File: src/rtl/mem_bus_master.sv
// mem_bus_master: single-word initiator for the 64-word ROM/RAM chip bus.
// Define MEM_BUS_MASTER_VERIFY_EN to add a readback-and-compare after each write.
module mem_bus_master #(
   parameter int WAIT_CYCLES = 1
) (
   input  logic        clk,
   input  logic        rst,
   input  logic        req_valid,
   output logic        req_ready,
   input  logic        req_we,
   input  logic [5:0]  req_addr,
   input  logic [15:0] req_wdata,
   output logic        rsp_valid,
   output logic [15:0] rsp_rdata,
   output logic        rsp_err,
   output logic [5:0]  mem_addr,
   output logic        mem_CS,
   output logic        mem_OE,
   output logic        mem_RW,
   output logic [15:0] mem_in,
   input  logic [15:0] mem_out
);
   typedef enum logic [2:0] {
      IDLE, SETUP, ACCESS,
`ifdef MEM_BUS_MASTER_VERIFY_EN
      VSETUP, VACCESS,
`endif
      RESP
   } state_t;
   localparam logic [3:0] CNT_INIT = 4'(WAIT_CYCLES - 1);
   state_t      state_q;
   logic [3:0]  cnt_q;
   logic        we_q;
   logic [15:0] wdata_q;
   logic [5:0]  addr_q;
   logic        cs_q, oe_q, rw_q;
   logic [15:0] din_q;
   logic        rsp_valid_q, rsp_err_q;
   logic [15:0] rsp_rdata_q;
   logic        acc_ok_d;
   // ROM is read-only; the two RAM windows accept both directions
   assign acc_ok_d = (req_addr[5:4] == 2'b00 && !req_we) || req_addr[5:3] == 3'b010 || req_addr[5:3] == 3'b101;
   always_ff @(posedge clk) begin
      if (rst) begin
         state_q     <= IDLE;
         cnt_q       <= '0;
         we_q        <= 1'b0;
         wdata_q     <= '0;
         addr_q      <= '0;
         {cs_q, oe_q, rw_q} <= '0;
         din_q       <= '0;
         rsp_valid_q <= 1'b0;
         rsp_err_q   <= 1'b0;
         rsp_rdata_q <= '0;
      end else begin
         rsp_valid_q <= 1'b0;
         rsp_err_q   <= 1'b0;
         rsp_rdata_q <= '0;
         case (state_q)
            IDLE: if (req_valid) begin
               we_q    <= req_we;
               wdata_q <= req_wdata;
               if (acc_ok_d) begin
                  state_q <= SETUP;
                  addr_q  <= req_addr;
                  cs_q    <= 1'b1;
               end else begin
                  state_q     <= RESP;
                  rsp_valid_q <= 1'b1;
                  rsp_err_q   <= 1'b1;
               end
            end
            SETUP: begin
               state_q <= ACCESS;
               cnt_q   <= CNT_INIT;
               oe_q    <= !we_q;
               rw_q    <= we_q;
               din_q   <= we_q ? wdata_q : '0;
            end
            ACCESS: if (cnt_q != 4'd0) begin
               cnt_q <= cnt_q - 4'd1;
            end else if (we_q) begin
`ifdef MEM_BUS_MASTER_VERIFY_EN
               state_q <= VSETUP;
               rw_q    <= 1'b0;
               din_q   <= '0;
`else
               state_q     <= RESP;
               rsp_valid_q <= 1'b1;
               {cs_q, oe_q, rw_q} <= '0;
               addr_q      <= '0;
               din_q       <= '0;
`endif
            end else begin
               state_q     <= RESP;
               rsp_valid_q <= 1'b1;
               rsp_rdata_q <= mem_out;
               {cs_q, oe_q, rw_q} <= '0;
               addr_q      <= '0;
               din_q       <= '0;
            end
`ifdef MEM_BUS_MASTER_VERIFY_EN
            VSETUP: begin
               state_q <= VACCESS;
               cnt_q   <= CNT_INIT;
               oe_q    <= 1'b1;
            end
            VACCESS: if (cnt_q != 4'd0) begin
               cnt_q <= cnt_q - 4'd1;
            end else begin
               state_q     <= RESP;
               rsp_valid_q <= 1'b1;
               rsp_rdata_q <= mem_out;
               rsp_err_q   <= mem_out != wdata_q;
               {cs_q, oe_q, rw_q} <= '0;
               addr_q      <= '0;
            end
`endif
            RESP:    state_q <= IDLE;
            default: state_q <= IDLE;
         endcase
      end
   end
   assign req_ready = state_q == IDLE && !rst;
   assign rsp_valid = rsp_valid_q;
   assign rsp_rdata = rsp_rdata_q;
   assign rsp_err   = rsp_err_q;
   assign mem_addr  = addr_q;
   assign mem_CS    = cs_q;
   assign mem_OE    = oe_q;
   assign mem_RW    = rw_q;
   assign mem_in    = din_q;
endmodule

File: config.mk
export PLATFORM = sky130hd
export DESIGN_NAME = mem_bus_master
export DESIGN_NICKNAME = d
export VERILOG_FILES = /design/src/rtl/mem_bus_master.sv
export SDC_FILE = /design/constraint.sdc
export NUM_CORES = 1
export LEC_CHECK = 0
export ABC_AREA = 1
export BUFFER_PORTS_ARGS = -buffer_cell sky130_fd_sc_hd__buf_2
export CORE_UTILIZATION = 35
export CTS_CLUSTER_SIZE = 16
export DETAILED_ROUTE_END_ITERATION = 10
export PLACE_DENSITY = 0.58
export SLEW_MARGIN = 0
export SYNTH_ARGS = -nofsm -noshare
export SYNTH_HDL_FRONTEND = slang
export SYNTH_SLANG_ARGS = --single-unit
File: constraint.sdc
create_clock -name clk -period 1.7 [get_ports clk]
set_input_delay 0.255 -clock clk [delete_from_list [all_inputs] [get_ports clk]]
set_output_delay 0.255 -clock clk [all_outputs]
set_load 0.01 [all_outputs]
==> impl_metrics.ini <==
[worst_setup_path]
crit_family = buffers and inverters
slowest_delay_ns = 0.33
end_kind = output port
arrival_ns = 1.32
crit_chain = inv_1 > ha_4 > inv_1 > nor2_1 > buf_2
critical_path_buf_inv_count = 3
path_max_fanout = 4
slowest_stage = dfxtp_1
worstPathRequired_ns = 1.44
path_class = register to output port
cp-start-kind = register
r2r_slack_ns = 0.14
crit_top_cell = inv_1

[clock_tree]
cts.sinks = 66
cts.root.buffer_cell = clkbuf_8
clock_path_buffers = 2
cts.reportedPaths.clkPinSlew_ns = 0.07
htreeDepth = 3
cts_made_buffers = 9
insertion_delay_ns = 0.34
cts_tree = done

[timing]
min_period_over_period = 0.929
max_freq_ghz = 0.633
relSlewSlack = 0.705
holdWs_ns = 0.124
drv_slew = 0
period_needed_ns = 1.58
setup_tns_ns = 0
finClkSkew_ns = 0.00677
setup_ws_ns = 0.120
worst_slew_pin_slew_ns = 0.442
hold_violations = 0
rsz0062_at_grt = false
setup_viol = 0

[detailed_routing]
drc = 0
first_pass_iters = 4
ant_nets = 0
drt-total-wl_um = 5330
vias_per_cell = 4.38
drt_iter0_drc = 71
post_drt_wl_per_cell_um = 11.2
vias = 2087

[layout]
synthToLayoutAreaGrowth_pct = 29.7
nNetsFinal = 440
antenna_cells = 0
final_layout_size_suffix_gt1_frac = 0.312
final_common_cell = buf_2
fill_cells = 693
mostFrequentLayoutCells = buf_2 (85), dfxtp_1 (66), nor2_1 (49)
final_area_mm2 = 0.00317

[grt]
grt_pass1_vias = 1806
antenna_found_initial = 0
gr-usage-all-layers = 0.147
grt_first_pass_wirelength_um = 8350
grt_max_degree = 31
grt_overflow = 0

[die]
io_pins = 86
rows = 30
start_util = 0.362
core_mm2 = 0.00676
die-width_um = 85.6
dieHeight_um = 85.6
dieArea_mm2 = 0.00733

[logic_synthesis]
synth_area_per_cell_um2 = 8.13
synth_area_mm2 = 0.00245
yosysSeqAreaShare = 0.540
syn_inst = 301
yosysWarningCount = 0
yosysUniqueCellTypes = 25
synth_seq_cells = 66
synth_nets = 348

[power_and_ir_drop]
p_seq_frac = 0.400
leakage_nw = 1.59
p_int_mw = 3.23
comb_power_share = 0.346
switchingPower_mw = 1.82
peakVddDrop_v = 0.000663
switching_share = 0.361
power.density_mw_per_mm2 = 1590
clock_power_share = 0.253

[placement]
place_area_mm2 = 0.00297
dp_slack_ns = 0.174
post-dp-hpwl_um = 3860
place_congestion = 0.806
port_buffers = 85

[run]
maxCapViolations = 0

[min_path]
hp-class = primary input to register

[status]
outcome = finished, final reports clean
==> worst min-delay path: stages <==
cell	delay [ns]
buf_2	0.09
inv_1	0.04
nor2_1	0.03
==> metal layers <==
layer  up-vias  track usage  part of all wire
met5         -            0                 0
met4         0       0.0636            0.0098
met3         8       0.0491             0.067
met2        64        0.233              0.46
met1       883        0.184              0.46
li1       1132            -                 -
==> layout make-up <==
cell class                 count  area, µm²  area share
clock buffer                  10        138      0.0434
clock inverter                 5       55.1      0.0174
inverter                      41        154      0.0485
multi-input combinational    183        926       0.292
sequential                    66       1320       0.417
tap                           80        100      0.0316
timing repair buffer          92        478       0.151
==> registers in the layout, summed over array words and instances (netlist names) <==
name,cells
mem_in,16
rsp_rdata,16
wdata_q,16
mem_addr,6
cnt_q,4
state_q,2
mem_CS,1
mem_OE,1
mem_RW,1
rsp_err,1
rsp_valid,1
we_q,1
==> repair_timing <==
item | in CTS | in global routing
setup buffers | 0 | 0
hold buffers | 0 | 0
gates resized for setup | 0 | 2
hold endpoints to repair | 0 | 0
endpoints found under the setup margin | 0 | 1
==> power by group through the flow <==
stage / Combinational, mW / Sequential, mW / Clock, mW
3_3_place_gp: 1.72 / 2.05 / 0
6_report: 1.75 / 2.02 / 1.28
4_1_cts: 1.73 / 2.03 / 1.32
5_1_grt: 1.98 / 2.06 / 1.39
3_5_place_dp: 1.73 / 2.06 / 0
2_1_floorplan: 1.19 / 2.11 / 0
==> cell usage after synthesis (all sizes together) <==
master	number	area, µm²
dfxtp	66	1320
nor2	52	216
nand2	49	219
inv	41	154
a21oi	31	159
nand3	20	100
o21ai	20	100
buf	6	38.8
clkbuf	5	18.8
ha	5	62.6
nor3	2	21.3
nand4	1	12.5
o21a	1	7.51
o22ai	1	6.26
o32ai	1	8.76
==> logic make-up (layout without fill, tap and decap cells) <==
family	after synthesis	after routing	share of synthesized area
DFF	66	66	0.540
buffers and inverters	52	148	0.0864
and+or+nand+nor	124	124	0.233
AOI/OAI and AO/OA	54	54	0.115
adders and majority gates	5	5	0.0256
==> worst paths after layout <==
check / start / end / cells past startpoint
worst max register to register: state_q[0]$_SDFFE_PP0P_ / mem_addr[5]$_SDFFE_PP0P_ / 8
worst min-delay path: mem_out[15] / rsp_rdata[15]$_SDFF_PP0_ / 3
worst min register to register: mem_in[14]$_SDFFE_PP0P_ / mem_in[14]$_SDFFE_PP0P_ / 2
worst max-delay path: state_q[0]$_SDFFE_PP0P_ / req_ready / 5
==> per-stage QoR <==
| step | power [mW] | std cells | utilization |
|---|---|---|---|
| 2_1_floorplan | 3.31 | 301 | - |
| 4_1_cts | 5.08 | 477 | 0.468 |
| 6_report | 5.06 | 477 | 0.469 |
| 5_1_grt | 5.42 | 477 | 0.469 |
| 3_5_place_dp | 3.79 | 462 | 0.439 |
| 3_3_place_gp | 3.77 | 462 | 0.439 |
(Power assumes the default switching activity.)
